## config.mk

```make
export PLATFORM = sky130hd
export DESIGN_NAME = prio_enc83_latch
export DESIGN_NICKNAME = d
export VERILOG_FILES = /design/src/rtl/prio_enc_pkg.sv /design/src/rtl/prio_enc_comb.sv /design/src/rtl/prio_enc83_latch.sv
export SDC_FILE = /design/constraint.sdc
export NUM_CORES = 1
export LEC_CHECK = 0
export BUFFER_PORTS_ARGS = -buffer_cell sky130_fd_sc_hd__buf_2
export CORE_MARGIN = 2
export CORE_UTILIZATION = 40
export DETAILED_ROUTE_END_ITERATION = 6
export GPL_TIMING_DRIVEN = 0
export PLACE_DENSITY = 0.8
export SLEW_MARGIN = 5
export SYNTH_ARGS = -nofsm -noshare
export SYNTH_HDL_FRONTEND = slang
export SYNTH_SLANG_ARGS = --single-unit
```

## constraint.sdc

```tcl
create_clock -name CLK -period 1.2 [get_ports CLK]
set_input_delay 0.18 -clock CLK [delete_from_list [all_inputs] [get_ports CLK]]
set_output_delay 0.18 -clock CLK [all_outputs]
set_load 0.01 [all_outputs]
```

## src/rtl/prio_enc_pkg.sv

```systemverilog
// prio_enc_pkg: shared constants, state type and one-hot helper for the priority encoder
package prio_enc_pkg;
  localparam int WIDTH_DEF = 8;
  localparam int WIDTH_MAX = 16;
  typedef enum logic {S_IDLE, S_PRESENT} state_t;
  function automatic logic [WIDTH_MAX-1:0] idx2onehot(input logic [3:0] idx);
    return WIDTH_MAX'(1) << idx;
  endfunction
endpackage

```

## src/rtl/prio_enc_comb.sv

```systemverilog
// prio_enc_comb: combinational highest-set-bit encoder with an any-bit-set flag
module prio_enc_comb #(
  parameter int WIDTH = 8,
  localparam int IDX_W = $clog2(WIDTH)
) (
  input  logic [WIDTH-1:0] vec_i,
  output logic [IDX_W-1:0] idx_o,
  output logic             any_o
);
  // later (higher) set bits overwrite earlier ones, so the highest wins
  always_comb begin
    idx_o = '0;
    for (int i = 0; i < WIDTH; i++) if (vec_i[i]) idx_o = IDX_W'(i);
    any_o = |vec_i;
  end
endmodule

```

## src/rtl/prio_enc83_latch.sv

```systemverilog
// prio_enc83_latch: latches request pulses and presents the highest pending line over VALID/ACK
module prio_enc83_latch
  import prio_enc_pkg::*;
#(
  parameter int WIDTH = WIDTH_DEF,
  localparam int IDX_W = $clog2(WIDTH)
) (
  input  logic             CLK,
  input  logic             RST_N,
  input  logic             G1,
  input  logic             G2A,
  input  logic             G2B,
  input  logic [WIDTH-1:0] REQ,
  input  logic             ACK,
  output logic [IDX_W-1:0] CODE,
  output logic             VALID,
  output logic [WIDTH-1:0] PEND,
  output logic             OVR
);
  state_t           state_q, state_d;
  logic [WIDTH-1:0] pend_q, pend_d, req_v, clr;
  logic [IDX_W-1:0] code_q, code_d, top_idx;
  logic             ovr_q, ovr_d, en, any_pend, take;
  prio_enc_comb #(.WIDTH(WIDTH)) u_enc (
    .vec_i(pend_q),
    .idx_o(top_idx),
    .any_o(any_pend)
  );
  // next-state: new requests beat the ACK clear, so a re-request keeps the line pending
  always_comb begin
    en      = G1 & G2A & G2B;
    req_v   = en ? REQ : '0;
    clr     = (state_q == S_PRESENT && ACK) ? WIDTH'(idx2onehot(4'(code_q))) : '0;
    pend_d  = (pend_q & ~clr) | req_v;
    ovr_d   = |(req_v & pend_q & ~clr);
    take    = (state_q == S_IDLE) && en && any_pend;
    state_d = (state_q == S_IDLE) ? (take ? S_PRESENT : S_IDLE) : (ACK ? S_IDLE : S_PRESENT);
    code_d  = take ? top_idx : code_q;
  end
  // state registers, cleared asynchronously so an in-flight handshake is discarded
  always_ff @(posedge CLK or negedge RST_N) begin
    if (!RST_N) begin
      state_q <= S_IDLE;
      pend_q  <= '0;
      code_q  <= '0;
      ovr_q   <= 1'b0;
    end else begin
      state_q <= state_d;
      pend_q  <= pend_d;
      code_q  <= code_d;
      ovr_q   <= ovr_d;
    end
  end
  assign CODE  = code_q;
  assign VALID = (state_q == S_PRESENT);
  assign PEND  = pend_q;
  assign OVR   = ovr_q;
endmodule

```

==> reports/results.ini, run 1 <==
[status]
status = complete, but fails checks
violations = setup timing

[clocking]
root_buffer = clkbuf_4
cts_tree = yes
numCtsBuffers = 3
cts.sinks = 13
cts_max_level = 1
clk_latency_ns = 0.28
clk_path_buf_depth = 2
clk_pin_slew_ns = 0.08

[global_route]
grt-ovfl-total = 0
antenna_found_initial = 0
grt_first_pass_wirelength_um = 3200
grt_max_degree = 14
grt_pass1_vias = 710
groute.usage.overall_pct = 22.4

[setup_path]
path_cells = buf_4 -> buf_6 -> and3b_2 -> nand2_2 -> a31oi_1 -> a41oi_1
path_max_fanout = 3
reg2reg_setup_slack_ns = -0.21
cpMaxStageDelayCell = dfrtp_1
crit_buf_inv = 2
crit_path_start_kind = register
setup.worst_path.end_class = register
cp.arrival_ns = 1.56
cp_data_required_time_ns = 1.35
cp_top_family = flip-flops
critical_path_class = reg -> reg
reg2reg_from = CODE[2]
r2r_end = OVR
max_stage_delay_ns = 0.41
r2r_cells = 6

[placement]
dpl.hpwl_um = 1230
place_ws_ns = -0.264
placed_cells = 117
routabilityCongestion = 0.814
port_buffers = 26

[detailed_routing]
wl_per_cell_um = 17.0
drtPass1Iterations = 4
num_vias = 787
drtAntennaViolNets = 0
drc_errors = 0
drtIter0Drc = 14
vias_per_cell = 5.74
finalWirelength_um = 2320

[die]
core_um2 = 1690
dieArea_um2 = 2110
die_x_um = 45.9
rows = 15
initial_core_util_pct = 41.6
pin_count = 27
die_y_um = 45.9

[worst_hold_path]
whs_path_depth = 2
min_from = REQ[2]
min_to = PEND[2]
hold_class = in -> reg

[synthesis]
synth_most_common_cell = dfrtp_1
synth_common_cells = dfrtp_1, nand2_1, a22o_1, nand3_1
ys.flop_type = dfrtp_1
syn-instance-count = 74
mappedNetlistNets = 88
syn_area_per_cell_um2 = 9.50
synth_seq_cells = 13
netlist.area_leader.share_pct = 46.3
synthDistinctLibCells = 25
async_flop_share_pct = 100
ys_warn_count = 0
syn_area_um2 = 703
ys_seq_area_share_pct = 46.3
synth_area_leaders = dfrtp_1, a22o_1, nand3_1
synth_edf_count = 0
synth.largest_area_cell = dfrtp_1

[sta]
hold_viol = 0
fin_worst_skew_ns = 0.000533
period_share_pct = 117
setup_tns_ns = -0.882
fin_ws_ns = -0.206
finalSetupViolations = 11
slew_headroom_pct = 71.3
finalMaxSlewViolations = 0
fmax_ghz = 0.711
layout_min_cycle_time_ns = 1.41
rsz0062_at_grt = true
tightest_slew_ns = 0.431

[finish]
area_growth_pct = 56.2
nNetsFinal = 135
final_cells = 137
drive_gt1_share_pct = 53.3
fin_util_pct = 65.0
num_antenna_cells = 0

[pwr]
ir_drop_uv = 803
power_density_nw_per_um2 = 1480
leakagePower_nw = 0.540

[flow_run]
cap_violations = 0

## cell families after synthesis
group | Yosys count | synth area share (%)
AOI/OAI and AO/OA | 23 | 23.8
DFF | 13 | 46.3
buffers and inverters | 7 | 5.51
and+or+nand+nor | 31 | 24.4
## flip-flops by register name, summed over array words and instances, names as in the netlist
register / flops
CODE: 3
OVR: 1
PEND: 8
VALID: 1
## cells in the final DEF (no fill, tap or decap), drive strengths merged, types with 2 or more instances in the layout
master / instances
inv: 3
a22o: 8
nand3: 7
and3: 2
and3b: 2
nand2: 9
nor2: 5
clkbuf: 5
dfrtp: 13
a21oi: 5
buf: 44
a31oi: 5
nor4: 3
## stage by stage
stage	area, µm²	power [W]	hold slack, ns
after global routing	1100	0.00172	0.135
after detailed placement	878	0.00120	0.0860
after global placement	878	0.00118	0.0760
after CTS	1030	0.00156	0.135
final	1100	0.00162	0.132
after floorplan	727	0.000996	-0.116
## per-layer routing
metal / GRT usage, % / wire, µm / vias to the layer above
li1: - / - / 365
met4: 13.1 / 86 / 0
met3: 5.95 / 135 / 9
met5: 0 / 0 / -
met2: 34.7 / 1170 / 31
met1: 27.7 / 931 / 382
## where the power goes
part	leakage [nW]	total, W	switching [W]	internal (W)
Combinational	0.393	0.000631	0.000315	0.000316
Sequential	0.132	0.000709	0.000169	0.000540
Clock	0.0150	0.000281	0.000152	0.000129
## worst max-delay path by stage
stage                     startpoint  end  slack, ns  depth (start not counted)
after CTS                    CODE[0]  OVR      -0.18                          6
after detailed placement     CODE[2]  OVR      -0.26                          4
after global routing         CODE[1]  OVR      -0.30                          4
final                        CODE[2]  OVR      -0.21                          6
after global placement       CODE[2]  OVR      -0.28                          4
after floorplan                VALID  OVR      -0.10                          6
## what timing repair did
action | CTS | global route
pin swaps | 5 | 10
setup endpoints to repair | 5 | 11
setup buffers | 12 | 3
hold buffers | 1 | 0
gates resized for setup | 4 | 12
hold endpoints to repair | 13 | 0
## area by class of cell
class / instances / area [µm²]
clock buffers: 4 / 26.3
flip-flops and latches: 13 / 328
multi-input cells: 54 / 407
repair buffers: 42 / 272
plain buffers: 4 / 33.8
well taps: 17 / 21.3
inverters: 3 / 11.3
fillers: 143 / 591
Note: power is estimated with default switching activity, not from simulation.
==> inputs of run 2 (changes only) <==
- ABC_CLOCK_PERIOD_IN_PS: not set -> 1200
- RECOVER_POWER: not set -> 25
==> run 2 against run 1 <==
The flow still finishes with violations (setup timing). Clock skew unchanged. Global-route usage unchanged. Combinational power about the same. Clock power about the same. Final area decreased by 0.11%. Critical path depth unchanged. Cell count unchanged. Power about the same. First-iteration DRC count unchanged. Largest cell class unchanged.
==> reports/results.ini, run 2 (synthesis gave the netlist of run 1 again) <==
[sta]
tightest_slew_ns = 0.736  ; was 0.431 ns
finalSetupViolations = 11  ; unchanged
slew_headroom_pct = 50.9  ; was 71.3%
fmax_ghz = 0.711  ; unchanged
fin_worst_skew_ns = 0.000533  ; unchanged
hold-worst-slack_ns = 0.132  ; unchanged
layout_min_cycle_time_ns = 1.41  ; unchanged
setup_tns_ns = -0.882  ; about the same
period_share_pct = 117  ; unchanged
rsz0062_at_grt = true  ; unchanged
finalMaxSlewViolations = 0  ; unchanged
hold_viol = 0  ; unchanged
fin_ws_ns = -0.206  ; unchanged

[global_route]
grt_first_pass_wirelength_um = 3200  ; unchanged
grt-ovfl-total = 0  ; unchanged
grt_max_degree = 14  ; unchanged
grt_pass1_vias = 710  ; unchanged
antenna_found_initial = 0  ; unchanged
groute.usage.overall_pct = 22.4  ; unchanged

[pwr]
ir_drop_uv = 803  ; about the same
leakagePower_nw = 0.537  ; was 0.540 nW
p_int_w = 0.000985  ; was 0.000986 W
power_density_nw_per_um2 = 1480  ; about the same
p_seq_share_pct = 43.7  ; about the same
pwr-share-clk_pct = 17.4  ; was 17.3%
p_comb_share_pct = 38.9  ; about the same
p_switching_w = 0.000635  ; about the same
swShare_pct = 39.2  ; about the same

[setup_path]
cp.arrival_ns = 1.56  ; about the same
reg2reg_setup_slack_ns = -0.21  ; about the same
crit_path_start_kind = register  ; unchanged
setup.worst_path.end_class = register  ; unchanged
r2r_end = OVR  ; unchanged
cp_data_required_time_ns = 1.35  ; about the same
crit_start = CODE[2]  ; unchanged
reg2reg_from = CODE[2]  ; unchanged
path_max_fanout = 3  ; unchanged
critical_path_class = reg -> reg  ; unchanged
r2r_cells = 6  ; unchanged
critical_path.endpoint = OVR  ; unchanged

[clocking]
clk_pin_slew_ns = 0.08  ; about the same
root_buffer = clkbuf_4  ; unchanged
clk_latency_ns = 0.28  ; about the same
numCtsBuffers = 3  ; unchanged
cts_tree = yes  ; unchanged
cts.sinks = 13  ; unchanged
cts_max_level = 1  ; unchanged
clk_path_buf_depth = 2  ; unchanged

[detailed_routing]
wl_per_cell_um = 16.9  ; was 17.0 µm
drtIter0Drc = 14  ; unchanged
finalWirelength_um = 2320  ; about the same
drtPass1Iterations = 4  ; unchanged
drtAntennaViolNets = 0  ; unchanged
num_vias = 787  ; unchanged
vias_per_cell = 5.74  ; unchanged
drc_errors = 0  ; unchanged

[placement]
routabilityCongestion = 0.814  ; unchanged
place_area_um2 = 878  ; unchanged
port_buffers = 26  ; unchanged
place_ws_ns = -0.264  ; unchanged
dpl.hpwl_um = 1230  ; unchanged

[finish]
largest_reg_flops = 8  ; unchanged
multi_input_area_um2 = 407  ; unchanged
fin_area_um2 = 1100  ; about the same
area_growth_pct = 56.0  ; was 56.2%
fill_cells = 144  ; was 143
num_antenna_cells = 0  ; unchanged
nNetsFinal = 135  ; unchanged
drive_gt1_share_pct = 52.5  ; was 53.3%
layout_common_cells = buf_2, dfrtp_1, buf_4  ; unchanged
register_area_um2 = 328  ; unchanged
final_common_cell = buf_2  ; unchanged

[die]
die_y_um = 45.9  ; unchanged
pin_count = 27  ; unchanged
core_um2 = 1690  ; unchanged
dieArea_um2 = 2110  ; unchanged
die_x_um = 45.9  ; unchanged
rows = 15  ; unchanged
initial_core_util_pct = 41.6  ; unchanged

[status]
status = complete, but fails checks  ; unchanged
violations = setup timing  ; unchanged

[flow_run]
cap_violations = 0  ; unchanged

[worst_hold_path]
hold_class = in -> reg  ; unchanged

-- run 2: cell type report --
class,instances,share of cell area [%]
clock buffer,4,2.39
timing repair buffer,42,24.6
sequential,13,29.9
tap,17,1.94
inverter,3,1.03
multi-input combinational,54,37.1
buffer,4,3.08
-- run 2: metal layers --
metal	vias up	part of all wire, %	track usage [%]
li1	365	-	-
met1	382	40	27.7
met2	31	50	34.7
met3	9	5.8	5.95
met4	0	3.7	13.1
met5	-	0	0
-- run 2: worst max-delay path, stage by stage, from the launching register on --
cell and delay (ns):
dfrtp_1 0.41, buf_4 0.14, buf_6 0.10, and3b_2 0.26, nand2_2 0.06, a31oi_1 0.16, a41oi_1 0.13
-- run 2: power groups by stage --
stage	sequential (W)	combinational [W]	clock [W]
finish	0.000709	0.000631	0.000281
global route	0.000727	0.000683	0.000308
CTS	0.000699	0.000576	0.000280
detailed placement	0.000707	0.000489	0
global placement	0.000700	0.000479	0
floorplan	0.000733	0.000263	0
-- run 2: per-stage QoR --
step                instances  utilization [%]  total power [W]
global route              137             65.0          0.00172
finish                    137             65.0          0.00162
detailed placement        117             52.0          0.00120
global placement          117             52.0          0.00118
CTS                       134             61.0          0.00156
floorplan                  74                -         0.000996
-- run 2: what timing repair did --
action                                  CTS  global route
hold buffers                              1             0
resized for setup                         4            12
endpoints found under the setup margin    5            11
endpoints found under the hold margin    13             0
pin swaps                                 5            10
setup buffers                            12             3
-- run 2: worst min path at each step --
stage                         end  cells past startpoint  slack, ns   start
after global placement    CODE[0]                      1       0.08   RST_N
after global routing      PEND[0]                      2       0.13  REQ[0]
after detailed placement    VALID                      1       0.09   RST_N
final                     PEND[2]                      2       0.13  REQ[2]
after floorplan           CODE[0]                      0      -0.12   RST_N
after CTS                 PEND[1]                      2       0.13  REQ[1]
